## config.mk

```make
export PLATFORM = sky130hd
export DESIGN_NAME = pc_sequencer
export DESIGN_NICKNAME = d
export VERILOG_FILES = /design/src/rtl/pc_sequencer.sv
export SDC_FILE = /design/constraint.sdc
export NUM_CORES = 1
export LEC_CHECK = 0
export BUFFER_PORTS_ARGS = -buffer_cell sky130_fd_sc_hd__buf_2
export CAP_MARGIN = 10
export CORE_MARGIN = 3
export CORE_UTILIZATION = 38
export CTS_CLUSTER_SIZE = 16
export DETAILED_ROUTE_END_ITERATION = 7
export PLACE_DENSITY = 0.62
export SKIP_LAST_GASP = 1
export SLEW_MARGIN = 20
export SYNTH_ARGS = -nofsm -noshare
export SYNTH_HDL_FRONTEND = slang
export SYNTH_SLANG_ARGS = --single-unit
```

## constraint.sdc

```tcl
create_clock -name clk -period 2.85 [get_ports clk]
set_clock_uncertainty 0.05 [all_clocks]
set_input_delay 0.285 -clock clk [delete_from_list [all_inputs] [get_ports clk]]
set_output_delay 0.285 -clock clk [all_outputs]
set_load 0.03 [all_outputs]
```

## src/rtl/pc_sequencer.sv

```systemverilog
// Program-counter fetch sequencer: owns the PC, runs the instruction-memory
// req/ack handshake, holds the fetched instruction and selects the next PC.
module pc_sequencer #(
    parameter int unsigned      n_bit     = 32,
    parameter logic [n_bit-1:0] RESET_VEC = '0,
    parameter logic [n_bit-1:0] EXC_VEC   = n_bit'('h80),
    parameter int unsigned      TIMEOUT   = 16
) (
    input  logic             clk,
    input  logic             reset,
    input  logic             stall,
    input  logic             branch_taken,
    input  logic [n_bit-1:0] branch_target,
    input  logic             jump,
    input  logic [n_bit-1:0] jump_target,
    input  logic             exc_req,
    input  logic             imem_ack,
    input  logic [31:0]      imem_rdata,
    output logic             imem_req,
    output logic [n_bit-1:0] imem_addr,
    output logic [n_bit-1:0] pc,
    output logic [31:0]      instr,
    output logic             instr_valid,
    output logic [n_bit-1:0] epc,
    output logic             fetch_err
);

    localparam int unsigned CNT_W = (TIMEOUT < 2) ? 1 : $clog2(TIMEOUT + 1);
    localparam logic [n_bit-1:0] ALIGN_MASK = ~n_bit'(3);

    typedef enum logic [1:0] {
        S_FETCH = 2'd0,
        S_EXEC  = 2'd1,
        S_ABORT = 2'd2
    } state_t;

    state_t           state_q, state_d;
    logic [n_bit-1:0] pc_q, pc_d;
    logic [n_bit-1:0] epc_q, epc_d;
    logic [31:0]      instr_q, instr_d;
    logic             valid_q, valid_d;
    logic             err_q, err_d;
    logic             pend_q, pend_d;
    logic [CNT_W-1:0] cnt_q, cnt_d;

    logic [CNT_W-1:0] cnt_inc;
    logic             timeout_hit;
    logic [n_bit-1:0] next_pc;

    // Next-state, redirect selection and timeout detection
    always_comb begin
        state_d = state_q;
        pc_d    = pc_q;
        epc_d   = epc_q;
        instr_d = instr_q;
        valid_d = valid_q;
        err_d   = 1'b0;
        pend_d  = pend_q | exc_req;
        cnt_d   = cnt_q;

        cnt_inc     = cnt_q + CNT_W'(1);
        timeout_hit = (TIMEOUT != 0) && (cnt_inc == CNT_W'(TIMEOUT));

        if (jump) begin
            next_pc = jump_target & ALIGN_MASK;
        end else if (branch_taken) begin
            next_pc = branch_target & ALIGN_MASK;
        end else begin
            next_pc = pc_q + n_bit'(4);
        end

        case (state_q)
            S_FETCH: begin
                if (imem_ack) begin
                    instr_d = imem_rdata;
                    valid_d = 1'b1;
                    cnt_d   = '0;
                    state_d = S_EXEC;
                end else if (timeout_hit) begin
                    epc_d   = pc_q;
                    pc_d    = EXC_VEC;
                    err_d   = 1'b1;
                    cnt_d   = '0;
                    state_d = S_ABORT;
                end else begin
                    cnt_d = cnt_inc;
                end
            end
            S_EXEC: begin
                // Exceptions only taken at a non-stalled instruction boundary
                if (!stall) begin
                    valid_d = 1'b0;
                    state_d = S_FETCH;
                    if (pend_q || exc_req) begin
                        epc_d  = next_pc;
                        pc_d   = EXC_VEC;
                        pend_d = 1'b0;
                    end else begin
                        pc_d = next_pc;
                    end
                end
            end
            S_ABORT: state_d = S_FETCH;
            default: state_d = S_FETCH;
        endcase
    end

    always_ff @(posedge clk) begin
        if (reset) begin
            state_q <= S_FETCH;
            pc_q    <= RESET_VEC;
            epc_q   <= '0;
            instr_q <= '0;
            valid_q <= 1'b0;
            err_q   <= 1'b0;
            pend_q  <= 1'b0;
            cnt_q   <= '0;
        end else begin
            state_q <= state_d;
            pc_q    <= pc_d;
            epc_q   <= epc_d;
            instr_q <= instr_d;
            valid_q <= valid_d;
            err_q   <= err_d;
            pend_q  <= pend_d;
            cnt_q   <= cnt_d;
        end
    end

    // Request drops immediately while reset is held
    assign imem_req    = (state_q == S_FETCH) && !reset;
    assign imem_addr   = pc_q;
    assign pc          = pc_q;
    assign instr       = instr_q;
    assign instr_valid = valid_q;
    assign epc         = epc_q;
    assign fetch_err   = err_q;

endmodule

```

After elaboration in Yosys (flattened, before gate mapping)
Index checks and enable logic that the tools add are counted.
{ "word_totals": {"ff_bits": 106, "wordCells": 56, "out_inout_bits": 131, "inputBits": 103} }
{ "classes": {"n_reduce_logical": 11, "bitwise_logic": 2, "muxes": 25, "addsub": 2, "eq_ne": 8} }
{ "ops": {"columns": ["operator", "count"], "rows": [
  ["$mux 32", 10],
  ["$pmux 32 s2", 2],
  ["$add 32x3->32 const B", 1],
  ["$mux 5", 2],
  ["$ne 2x2->1 const B", 5],
  ["$mux 1", 6],
  ["$mux 2", 3],
  ["$add 5x1->5 const B", 1],
  ["$eq 5x5->1 const B", 1],
  ["$reduce_and 5->1", 1],
  ["$pmux 2 s2", 1],
  ["$reduce_and 2->1", 2],
  ["$reduce_and 4->1", 1],
  ["$ne 3x3->1 const B", 1],
  ["$reduce_and 3->1", 1],
  ["$reduce_or 3->1", 1],
  ["$eq 2x1->1 const B", 1],
  ["$logic_not 2->1", 1],
  ["$pmux 1 s2", 1],
  ["$reduce_bool 2->1", 1],
  ["$logic_and 1x1->1", 1],
  ["$logic_not 1->1", 1],
  ["$logic_or 1x1->1", 1],
  ["$not 1->1", 1],
  ["$or 1x1->1", 1]
]} }

Logic depth before layout (Yosys ltp)
{ "depth": {"word_depth": 6, "depth_mapped": 8, "depth_no_buf": 7} }

Worst setup path before layout
No wires, ideal clock.
{ "synth_path": {"kind": "reg2reg", "start": "reg pc_q[6], in the netlist imem_addr[6]", "end": "reg epc_q[31], in the netlist epc[31]", "arrival_ps": 2270, "setup_slack_ps": 439, "path_stages_with_launch": 8, "period_less_slack_ps": 2411, "required_time_ps": 2709, "path_cell_list": "dfxtp_1 > and4_2 > buf_6 > nand3_4 > nor4_4 > and3_1 > mux2_2 > a311oi_1"} }
{ "synth_between": {"elab_chain_len": 6} }
{ "synth_lines": {"columns": ["item", "line", "source"], "rows": [
  ["start: declaration", "38", "logic [n_bit-1:0] pc_q, pc_d;"],
  ["start signal: assignment", "120", "pc_q <= pc_d;"],
  ["$add 32x3->32", "69", "next_pc = pc_q + n_bit'(4);"],
  ["$mux 32", "66", "end else if (branch_taken) begin"],
  ["$mux 32", "64", "if (jump) begin"],
  ["$mux 32", "94", "if (pend_q || exc_req) begin"],
  ["$mux 32", "91", "if (!stall) begin"],
  ["$pmux 32 s2", "72", "case (state_q)"],
  ["end signal: assignment", "121", "epc_q <= epc_d;"],
  ["end: declaration", "39", "logic [n_bit-1:0] epc_q, epc_d;"]
]} }
No other way between the ends. The select of a mux whose other input is x is not followed.
A chain may end at the register's enable or synchronous reset.

Final worst setup path
{ "layout_path": {"start": "reg cnt_q[0]", "end": "reg epc_q[19], in the netlist epc[19]"} }
{ "layout_between": {"elab_chain_len": 4} }
{ "layout_lines": {"columns": ["item", "line", "source"], "rows": [
  ["start: declaration", "44", "logic [CNT_W-1:0] cnt_q, cnt_d;"],
  ["start signal: assignment", "126", "cnt_q <= cnt_d;"],
  ["$add 5x1->5", "61", "cnt_inc = cnt_q + CNT_W'(1);"],
  ["$eq 5x5->1", "62", "timeout_hit = (TIMEOUT != 0) && (cnt_inc == CNT_W'(TIMEOUT));"],
  ["$ne 2x2->1 (no line)", null, null],
  ["$reduce_and 5->1 (no line)", null, null]
]} }
No other way between the ends.

==> flow_summary.json <==
{
  "cp_slowest_stage_delay_ns": 0.88,
  "post-route-util_pct": 48.1,
  "total_power_mw": 3.37,
  "setup_slack_ns": 0.267,
  "cp_top_family": "compound AO/OA/AOI/OAI gates",
  "power-per-cell-area_nw_per_um2": 479,
  "cellLeakagePower_nw": 3.18,
  "drv_cap": 0,
  "synth_top_area_share_pct": 37.0,
  "path_cells": "ha_1 > and2_1 > nand2_1 > o21bai_2 > nand3_1 > o21ai_0",
  "ys_warn_count": 0,
  "vias_per_cell": 5.45,
  "cpMaxStageDelayCell": "o21bai_2",
  "drtIter0Drc": 384,
  "critPathBufInv": 0,
  "cts_tree": "yes",
  "antenna_found_initial": 1,
  "switching_power_mw": 1.04,
  "grt_remaining_overflow": 0,
  "yosys_register_bits": 106,
  "grt_pass1_wl_um": 28400,
  "clockRootBuffer": "clkbuf_16",
  "yosys.area_share.simple_pct": 23.2,
  "syn_nets": 819,
  "synth_top_family_by_area": "compound AO/OA/AOI/OAI gates",
  "cts_resized": 0,
  "hold_violations": 0,
  "grt_max_degree": 82,
  "insertion_delay_ns": 0.36,
  "r2r_slack_ns": 0.27,
  "fin_crit_ns": 2.58,
  "fp-row-count": 44,
  "endpoint": "epc[19]",
  "status": "completed",
  "dpl_worst_slack_ns": 0.268,
  "dp_hpwl_um": 13500,
  "grtUsageTotal_pct": 21.3,
  "synth_edf_count": 0,
  "chipHeight_um": 129,
  "wire_per_inst_um": 17.1,
  "tns_ns": 0,
  "dominantRegCellSynth": "dfxtp_1",
  "synth_mux_area_share_pct": 2.01,
  "r2r_end": "epc[19]",
  "worstPathRequired_ns": 3.08,
  "drv_slew": 0,
  "dieWidth_um": 129,
  "path_depth": 6,
  "synth_compound_area_share_pct": 23.7,
  "intPower_mw": 2.33,
  "ys_types": 67,
  "crit_arrival_ns": 2.81,
  "drcViolationCount": 0,
  "finalSetupViolations": 0,
  "setup.worst_path.start_class": "register",
  "routed_wl_um": 18500,
  "p_seq_share_pct": 46.5,
  "rr_startpoint": "cnt_q[0]",
  "core_um2": 14600,
  "power_frac_comb_pct": 16.2,
  "max-vdd-ir-drop_mv": 0.336,
  "layout-drive-gt1-share_pct": 32.5,
  "rsz0062_at_grt": "false",
  "cp-startpoint": "cnt_q[0]",
  "synthArstFlopShare_pct": 0,
  "dr.pass1.iters": 5,
  "cts_sinks": 106,
  "grt_pass1_vias": 5430,
  "worst_r2r_path_depth": 6,
  "dp.cells": 1061,
  "start_util_pct": 39.1,
  "post-route-period-util_pct": 90.6,
  "yosys.area.top_type": "dfxtp_1",
  "synth_area_leaders": "dfxtp_1, nand2_1, a21oi_1, buf_4, o21ai_0",
  "synth_top_cells_by_count": "nand2_1, dfxtp_1, a21oi_1",
  "numPortBuffers": 229,
  "synth_area_um2": 5730,
  "critical_path_class": "reg -> reg",
  "seq_area_frac_synth_pct": 37.0,
  "path_max_fanout": 23,
  "place.gp.congestion": 0.830,
  "vias": 5866,
  "clockBufferDepth": 2,
  "area_growth_pct": 22.8,
  "cts_setup_buffers": 0,
  "hold_class": "in -> reg",
  "fmax_ghz": 0.387,
  "ant_nets": 0,
  "fin_nets": 994,
  "stdcell_count": 1077,
  "synthMostInstantiatedCell": "nand2_1",
  "die_area_um2": 16600,
  "cts_buffers": 9,
  "clkPwrFrac_pct": 37.3,
  "syn_inst": 713,
  "worst_pin_slew_ns": 1.08,
  "cts_max_level": 3,
  "io_pins": 234,
  "cp-end-kind": "register",
  "insertedDiodeCount": 0,
  "path_clk_slew_ns": 0.08,
  "synth_xor_area_share_pct": 3.06,
  "syn-mean-instance-area_um2": 8.04,
  "swShare_pct": 30.8,
  "synth_fa_ha_area_share_pct": 0.655,
  "max_slew_margin_pct": 28.2,
  "hold_buffers": 0
}
how the worst min path moves through the flow:
stage | start | endpoint | slack [ns] | cells past startpoint
6_report | imem_rdata[16] | instr[16] | 0.10 | 3
5_1_grt | imem_rdata[10] | instr[10] | 0.1 | 3
4_1_cts | imem_rdata[8] | instr[8] | 0.09 | 3
3_5_place_dp | instr[20] | instr[20] | 0.39 | 2
3_3_place_gp | instr[21] | instr[21] | 0.39 | 2
2_1_floorplan | imem_rdata[0] | instr[0] | 0.37 | 2
worst reg2reg max path, stage by stage (launching register included):
cell and delay [ns]:
dfxtp_1 0.44, ha_1 0.21, and2_1 0.26, nand2_1 0.15
o21bai_2 0.88, nand3_1 0.31, o21ai_0 0.21
power groups by stage:
stage               sequential (mW)  clock (mW)  combinational, mW
floorplan                      1.69           0              0.269
finish                         1.57        1.26              0.545
global route                   1.58        1.34              0.594
detailed placement             1.60           0              0.544
global placement               1.60           0              0.544
CTS                            1.57        1.30              0.546
sequential cells by signal (all words and copies together), names as in the netlist:
register,count
epc,32
imem_addr,32
instr,32
cnt_q,5
state_q,2
fetch_err,1
instr_valid,1
pend_q,1
kinds of logic after synthesis:
logic type | Yosys count
mux | 11
simple gates | 267
flops | 106
compound gates | 206
fa+ha+maj | 3
xor+xnor | 20
buf+inv | 100
cell type report:
class / count / area [um^2]
Fill cell: 1495 / 7610
Multi-Input combinational cell: 507 / 3030
Sequential cell: 106 / 2120
Timing Repair Buffer: 253 / 1330
Tap cell: 184 / 230
Clock buffer: 9 / 225
Clock inverter: 7 / 67.6
Inverter: 11 / 41.3
per-layer routing:
layer / share of wire, % / up-vias / GRT usage, %
li1: - / 2880 / -
met4: 1.5 / 2 / 5.56
met1: 45 / 2747 / 28.0
met5: 0.070 / - / 0
met3: 7.2 / 24 / 5.15
met2: 47 / 213 / 35.4
layout by cell type (no fill, tap or decap), types with 4 or more instances in the layout:
cell type,synthesis,layout
a21bo_2,5,5
a21o_1,9,9
a21oi_1,68,68
a222oi_1,5,5
a22o_1,7,7
a22oi_1,14,14
a311o_1,6,6
a311oi_1,4,4
a31oi_1,10,10
and2_1,5,5
and4_1,7,7
buf_2,6,229
buf_4,34,24
clkbuf_16,0,9
dfxtp_1,106,106
inv_1,10,10
mux2_2,4,4
mux2i_1,7,7
nand2_1,124,124
nand2b_1,6,6
nand3_1,15,15
nand4_1,18,18
nor2_1,43,43
nor3_1,11,11
nor4_1,9,9
nor4b_1,9,9
o211ai_1,5,5
o21a_1,7,7
o21ai_0,37,37
xnor2_1,13,13
xor2_1,7,7
through the flow:
| step | hold slack [ns] | instance area (um^2) |
|---|---|---|
| detailed placement | 0.393 | 6750 |
| floorplan | 0.371 | 5730 |
| CTS | 0.0870 | 7040 |
| finish | 0.100 | 7040 |
| global route | 0.0967 | 7040 |
| global placement | 0.389 | 6750 |
(Power assumes the default switching activity.)
